<file path="src/rtl/axis_result_framer.sv">
// ---------------------------------------------------------------------------
// axis_result_framer
//
// Purpose:
//   Buffers result words from the coprocessor's M_AXIS port in a small
//   first-word-fall-through FIFO and feeds them to the DMA S2MM channel.
//   TLAST on the output is regenerated every PKT_LEN words, so DMA transfers
//   always terminate on a packet boundary whatever the upstream TLAST looks
//   like. The upstream TLAST is only checked: a misplaced one sets the sticky
//   err_tlast flag. Completed output packets are counted in pkt_count.
//
// Parameters:
//   DATA_WIDTH - TDATA width on both sides
//   PKT_LEN    - words per output packet (>= 1)
//   DEPTH      - FIFO entries (power of two, >= 2)
//
// Ports:
//   ACLK           in   clock, all logic on the rising edge
//   ARESET         in   synchronous reset, active-high
//   S_AXIS_TREADY  out  framer can accept a word
//   S_AXIS_TDATA   in   result word from the coprocessor
//   S_AXIS_TLAST   in   upstream end-of-packet marker (checked, not forwarded)
//   S_AXIS_TVALID  in   upstream word valid
//   M_AXIS_TVALID  out  word available to the DMA
//   M_AXIS_TDATA   out  buffered word (0 while empty)
//   M_AXIS_TLAST   out  regenerated end-of-packet marker (0 while empty)
//   M_AXIS_TREADY  in   DMA accepts the word
//   pkt_count      out  output packets completed, wraps at 16 bits
//   err_tlast      out  sticky upstream TLAST position mismatch
//   clear_err      in   clears err_tlast (a same-cycle set wins)
// ---------------------------------------------------------------------------
module axis_result_framer #(
    parameter int unsigned DATA_WIDTH = 32,
    parameter int unsigned PKT_LEN    = 4,
    parameter int unsigned DEPTH      = 8
) (
    input  logic                  ACLK,
    input  logic                  ARESET,

    output logic                  S_AXIS_TREADY,
    input  logic [DATA_WIDTH-1:0] S_AXIS_TDATA,
    input  logic                  S_AXIS_TLAST,
    input  logic                  S_AXIS_TVALID,

    output logic                  M_AXIS_TVALID,
    output logic [DATA_WIDTH-1:0] M_AXIS_TDATA,
    output logic                  M_AXIS_TLAST,
    input  logic                  M_AXIS_TREADY,

    output logic [15:0]           pkt_count,
    output logic                  err_tlast,
    input  logic                  clear_err
);

    localparam int unsigned AW = $clog2(DEPTH);
    // Keep the index at least one bit wide so PKT_LEN = 1 still elaborates.
    localparam int unsigned IW = (PKT_LEN > 1) ? $clog2(PKT_LEN) : 1;
    localparam logic [IW-1:0] LAST_IDX = IW'(PKT_LEN - 1);
    localparam logic [AW:0]   PTR_ONE  = {{AW{1'b0}}, 1'b1};

    // Entry layout: {tlast_gen, data}
    logic [DATA_WIDTH:0] r_mem [DEPTH];

    // One extra pointer bit distinguishes full from empty; occupancy is the
    // pointer difference.
    logic [AW:0]         r_wr_ptr;
    logic [AW:0]         r_rd_ptr;
    logic [IW-1:0]       r_in_idx;
    logic                r_err_tlast;
    logic [15:0]         r_pkt_count;

    logic                w_full;
    logic                w_empty;
    logic                w_push;
    logic                w_pop;
    logic                w_last_slot;
    logic [DATA_WIDTH:0] w_rd_entry;

    // -----------------------------------------------------------------------
    // Status and handshakes
    // -----------------------------------------------------------------------
    always_comb begin
        w_empty     = (r_wr_ptr == r_rd_ptr);
        w_full      = (r_wr_ptr[AW] != r_rd_ptr[AW]) &&
                      (r_wr_ptr[AW-1:0] == r_rd_ptr[AW-1:0]);
        w_last_slot = (r_in_idx == LAST_IDX);
        w_rd_entry  = r_mem[r_rd_ptr[AW-1:0]];
    end

    always_comb begin
        // Ready only from occupancy and reset, never from TVALID.
        S_AXIS_TREADY = !w_full && !ARESET;
        M_AXIS_TVALID = !w_empty;
        M_AXIS_TDATA  = '0;
        M_AXIS_TLAST  = 1'b0;
        if (!w_empty) begin
            M_AXIS_TDATA = w_rd_entry[DATA_WIDTH-1:0];
            M_AXIS_TLAST = w_rd_entry[DATA_WIDTH];
        end
        w_push = S_AXIS_TVALID && S_AXIS_TREADY;
        w_pop  = M_AXIS_TVALID && M_AXIS_TREADY;
    end

    // -----------------------------------------------------------------------
    // FIFO storage: plain register array, contents need no reset since the
    // pointers define what is valid.
    // -----------------------------------------------------------------------
    always_ff @(posedge ACLK) begin
        if (w_push) begin
            r_mem[r_wr_ptr[AW-1:0]] <= {w_last_slot, S_AXIS_TDATA};
        end
    end

    always_ff @(posedge ACLK) begin
        if (ARESET) begin
            r_wr_ptr <= '0;
            r_rd_ptr <= '0;
        end else begin
            if (w_push) begin
                r_wr_ptr <= r_wr_ptr + PTR_ONE;
            end
            if (w_pop) begin
                r_rd_ptr <= r_rd_ptr + PTR_ONE;
            end
        end
    end

    // -----------------------------------------------------------------------
    // Frame generation: the framer's own word index is authoritative and is
    // never resynchronised to the upstream TLAST.
    // -----------------------------------------------------------------------
    always_ff @(posedge ACLK) begin
        if (ARESET) begin
            r_in_idx <= '0;
        end else if (w_push) begin
            if (w_last_slot) begin
                r_in_idx <= '0;
            end else begin
                r_in_idx <= r_in_idx + IW'(1);
            end
        end
    end

    // Sticky mismatch flag; a mismatch in the same cycle as clear_err wins.
    always_ff @(posedge ACLK) begin
        if (ARESET) begin
            r_err_tlast <= 1'b0;
        end else if (w_push && (S_AXIS_TLAST != w_last_slot)) begin
            r_err_tlast <= 1'b1;
        end else if (clear_err) begin
            r_err_tlast <= 1'b0;
        end
    end

    always_ff @(posedge ACLK) begin
        if (ARESET) begin
            r_pkt_count <= '0;
        end else if (w_pop && M_AXIS_TLAST) begin
            r_pkt_count <= r_pkt_count + 16'd1;
        end
    end

    assign pkt_count = r_pkt_count;
    assign err_tlast = r_err_tlast;

endmodule

</file>
<file path="config.mk">
export PLATFORM = sky130hd
export DESIGN_NAME = axis_result_framer
export DESIGN_NICKNAME = d
export VERILOG_FILES = /design/src/rtl/axis_result_framer.sv
export SDC_FILE = /design/constraint.sdc
export NUM_CORES = 1
export LEC_CHECK = 0
export CORE_MARGIN = 1
export CORE_UTILIZATION = 35
export CTS_CLUSTER_SIZE = 30
export DETAILED_ROUTE_END_ITERATION = 8
export GPL_TIMING_DRIVEN = 0
export MAX_ROUTING_LAYER = met4
export PLACE_DENSITY = 0.63
export SYNTH_ARGS = -nofsm -noshare
export SYNTH_HDL_FRONTEND = slang
export SYNTH_SLANG_ARGS = --single-unit
</file>
<file path="constraint.sdc">
create_clock -name ACLK -period 5.98 [get_ports ACLK]
set_clock_uncertainty 0.1 [all_clocks]
set_input_delay 1.794 -clock ACLK [delete_from_list [all_inputs] [get_ports ACLK]]
set_output_delay 1.794 -clock ACLK [all_outputs]
set_load 0.01 [all_outputs]
</file>
==> out/metrics.csv <==
stage,metric,value,unit
synthesis,synth unique cells,44,
worst_hold_path,terminating pin of the worst hold path,err_tlast$_SDFFE_PP0P_,
die,core area,32540,µm²
placement,half-perimeter wire length after placement,15930,µm
synthesis,synthesis-stage register bit count,294,
clock_tree,clock insertion delay at the later pin of the skew report,0.55,ns
die,Die Y,183.6,µm
critical_path,master of the slowest instance on the critical path,clkdlybuf4s50_1,
synthesis,net count after synthesis,637,
critical_path,cell-by-cell trace of the critical path,clkdlybuf4s50_1 -> inv_1 -> o41a_1 -> buf_2 -> clkdlybuf4s50_1,
critical_path,maximum fanout count along the critical path,10,
die,Die ar.,33720,µm²
critical_path,count of cell instances traversed by the critical path,5,
run,count of max-cap constraint violations,0,
clock_tree,number of H-tree branching levels,1,
synthesis,combined area of all synthesized cells,11550,µm²
layout,number of standard cells in the final layout excluding fillers,1201,
clock_tree,count of buffers added by post-CTS timing repair for setup,0,
route,Detailed Route WL,24210,µm
critical_path,Reg2Reg Setup Slack,2.86,ns
route,Pre-antenna DRT Iters,6,
route,DR DRC count,0,
synthesis,top post-synthesis cells by area,"edfxtp_1 69%, mux4_2 13%, dfxtp_1 5.2%",
route,detailed router's first-iteration violation count,461,
synthesis,YS warnings,0,
synthesis,count of flip-flops with a built-in enable after synthesis,264,
critical_path,arrival time at the worst endpoint,3.48,ns
synthesis,register area share after synthesis,73.86,%
clock_tree,TritonCTS Sinks,294,
placement,count of buffers from port buffering,88,
route,DR vias,5914,
timing,Max Transition Viols Final,0,
timing,Max Fclk,0.1861,GHz
critical_path,origin of the critical flop-to-flop path,r_wr_ptr[1]$_SDFFE_PP0P_,
timing,hold violation total from the final report,0,
critical_path,slowest cell delay on critical path,0.56,ns
layout,Sequential cell area,8528,µm²
route,number of nets with antenna violations after detailed routing,0,
critical_path,Setup crit start kind,input port,
critical_path,critical setup path kind,in -> out,
critical_path,CP Capture Type,primary output,
die,effective utilization at floorplan,35.49,%
timing,worst slew pin tran,0.9609,ns
clock_tree,number of buffers inserted for hold repair after clock tree synthesis,0,
placement,number of placed instances with taps included,1148,
clock_tree,CTS max path bufs,3,
layout,Post-layout nets,780,
power_and_ir_drop,Pwr Density,325.3,nW/µm²
layout,area of combinational cells with multiple inputs,2856,µm²
global_routing,number of global-route vias before repair,6081,
power_and_ir_drop,leakage power summed over all cells,4.432,nW
worst_hold_path,worst hold path cell count,2,
clock_tree,CTS resizes,0,
critical_path,cell occurring most often along the worst timing path,clkdlybuf4s50_1,
worst_hold_path,type of the tightest min-delay check,reg -> reg,
synthesis,commonest cells in the netlist,"264 x edfxtp_1, 66 x mux4_2, 47 x nor2_1",
die,I/O pins,90,
synthesis,Post-Syn Area per Cell,19.41,µm²
synthesis,most frequently used flop master after synthesis,edfxtp_1,
timing,relative max-transition margin,35.59,%
layout,fraction of layout cells with a size suffix above 1,20.82,%
placement,Final GP Congestion,0.8131,
status,result of the run,"finished, final reports clean",
layout,Layout fillers,2878,
worst_hold_path,Hold Startpoint,err_tlast$_SDFFE_PP0P_,
global_routing,global-route wire length before repair,37250,µm
layout,final instance area,14210,µm²
synthesis,most repeated cell in the gate-level netlist after synthesis,edfxtp_1,
critical_path,buffering stage count on the worst path with inverters included,4,
clock_tree,Clock transition at path regs,0.06,ns
clock_tree,clock root buffer master,clkbuf_16,
timing,final critical-path required period,5.373,ns
die,Cell Rows,66,
synthesis,"area leader, netlist",edfxtp_1,
global_routing,number of antenna violations at the first check in global routing,0,
route,post-DR vias/cell,4.924,
synthesis,Synth top area share,68.66,%
timing,Final Cycle Share,89.85,%
timing,number of endpoints failing setup at the final stage,0,
layout,relative area change from synthesis to final layout,23.06,%
clock_tree,CTS Buf Count,30,
layout,Diodes inserted,0,
global_routing,global routing usage summed across all routing layers,15.19,%
critical_path,largest delay contributor family on the critical path,buffers and inverters,
die,die width,183.6,µm
timing,unrepaired setup endpoints after global routing,false,
power_and_ir_drop,IR Drop Worst-Case VDD,0.2189,mV
critical_path,reg-to-reg endpoint,r_mem[0][29]$_DFFE_PP_,
clock_tree,CTS tree,done,
placement,placed cell area,13320,µm²
critical_path,Worst Reg2Reg Path Length in Cells,8,
synthesis,async set-reset flop share out of synthesis,0,%
layout,fraction of the core area covered by cells at the end of the flow,43.67,%
critical_path,Required @ worst endpoint,4.09,ns
global_routing,maximum number of pins on one net before global-route repair,24,
route,per-cell routed wire length,20.16,µm
synthesis,post-synthesis cell count,595,
global_routing,remaining global-route overflow,0,
## report_power, final
| group | switching (mW) | internal (mW) |
|---|---|---|
| sequential | 0.0134 | 2.27 |
| combinational | 0.326 | 0.325 |
| clock | 0.717 | 0.972 |
| total | 1.06 | 3.57 |
## flip-flops by register name (all words and copies together) (netlist names), named ones only
register and count:
err_tlast 1, r_rd_ptr 4, r_in_idx 2, r_wr_ptr 4, r_mem 264, pkt_count 16
## tightest hold or removal path: cells and delay by family (launching register included)
family / cells / cell delay [ns]
AND/OR/NAND/NOR: 1 / 0.06
flip-flops: 1 / 0.31
AO/OA/AOI/OAI: 1 / 0.05
## how the worst max path moves through the flow
stage | from | slack (ns) | endpoint
detailed placement | ARESET | 0.61 | S_AXIS_TREADY
floorplan | ARESET | 0.56 | r_mem[2][0]$_DFFE_PP_
global route | ARESET | 0.49 | S_AXIS_TREADY
finish | ARESET | 0.61 | S_AXIS_TREADY
global placement | ARESET | -3.06 | r_mem[2][23]$_DFFE_PP_
CTS | ARESET | 0.61 | S_AXIS_TREADY
## routing by layer
| metal | part of all wire [%] | global-route usage, % |
|---|---|---|
| met5 | 0 | - |
| met4 | 1.8 | 3.500 |
| met3 | 4.2 | 2.377 |
| met2 | 47 | 23.86 |
| met1 | 47 | 20.84 |
## metrics by stage
stage	hold slack, ns	setup TNS (ns)	setup WS (ns)	total power, mW
finish	0.3732	0	0.6068	4.622
floorplan	0.3709	0	0.5626	2.702
global route	0.4160	0	0.4908	4.801
global placement	0.3706	-479.03	-3.060	2.978
detailed placement	0.3698	0	0.6140	2.990
CTS	0.3803	0	0.6053	4.681
## kinds of logic after synthesis
kind of cell    count (synthesis)  synth area share (%)
simple gates                  108                 4.746
xor+xnor                        7                0.5310
flops                         294                 73.86
fa+ha+maj                       4                0.4335
buf+inv                        41                 1.745
mux                           110                 16.88
compound gates                 31                 1.799
## cell type report
class | instances | share of cell area [%]
Buffer | 34 | 1.233
Clock inverter | 6 | 0.2025
Clock buffer | 47 | 6.023
Multi-Input combinational cell | 260 | 20.10
Tap cell | 442 | 3.892
Timing Repair Buffer | 111 | 8.339
Inverter | 7 | 0.1849
Sequential cell | 294 | 60.02
## layout by cell type (no fill, tap or decap), types with 2 or more instances in the layout
| master | instances |
|---|---|
| inv_2 | 2 |
| clkbuf_1 | 27 |
| xor2_1 | 6 |
| and3_1 | 2 |
| buf_4 | 2 |
| o21ai_1 | 4 |
| nand3_1 | 10 |
| buf_2 | 13 |
| mux4_2 | 66 |
| clkdlybuf4s50_1 | 88 |
| mux2_1 | 8 |
| a21oi_1 | 14 |
| nand2b_1 | 2 |
| nor4b_1 | 3 |
| buf_6 | 20 |
| nand2_1 | 8 |
| edfxtp_1 | 264 |
| nor2_1 | 45 |
| dfxtp_1 | 30 |
| clkinv_2 | 2 |
| buf_1 | 2 |
| nor4_1 | 3 |
| buf_12 | 2 |
| ha_1 | 4 |
| nor3_2 | 4 |
| buf_8 | 3 |
| clkbuf_16 | 31 |
| or4_1 | 7 |
| nor2b_1 | 7 |
| nor2_4 | 2 |
| and2_1 | 2 |
| nand4_1 | 4 |
| clkinv_1 | 3 |
| clkbuf_8 | 2 |
| mux2i_1 | 35 |
| or3_1 | 4 |
| inv_1 | 5 |
| o31ai_1 | 7 |
Power figures use the tool's default switching activity.
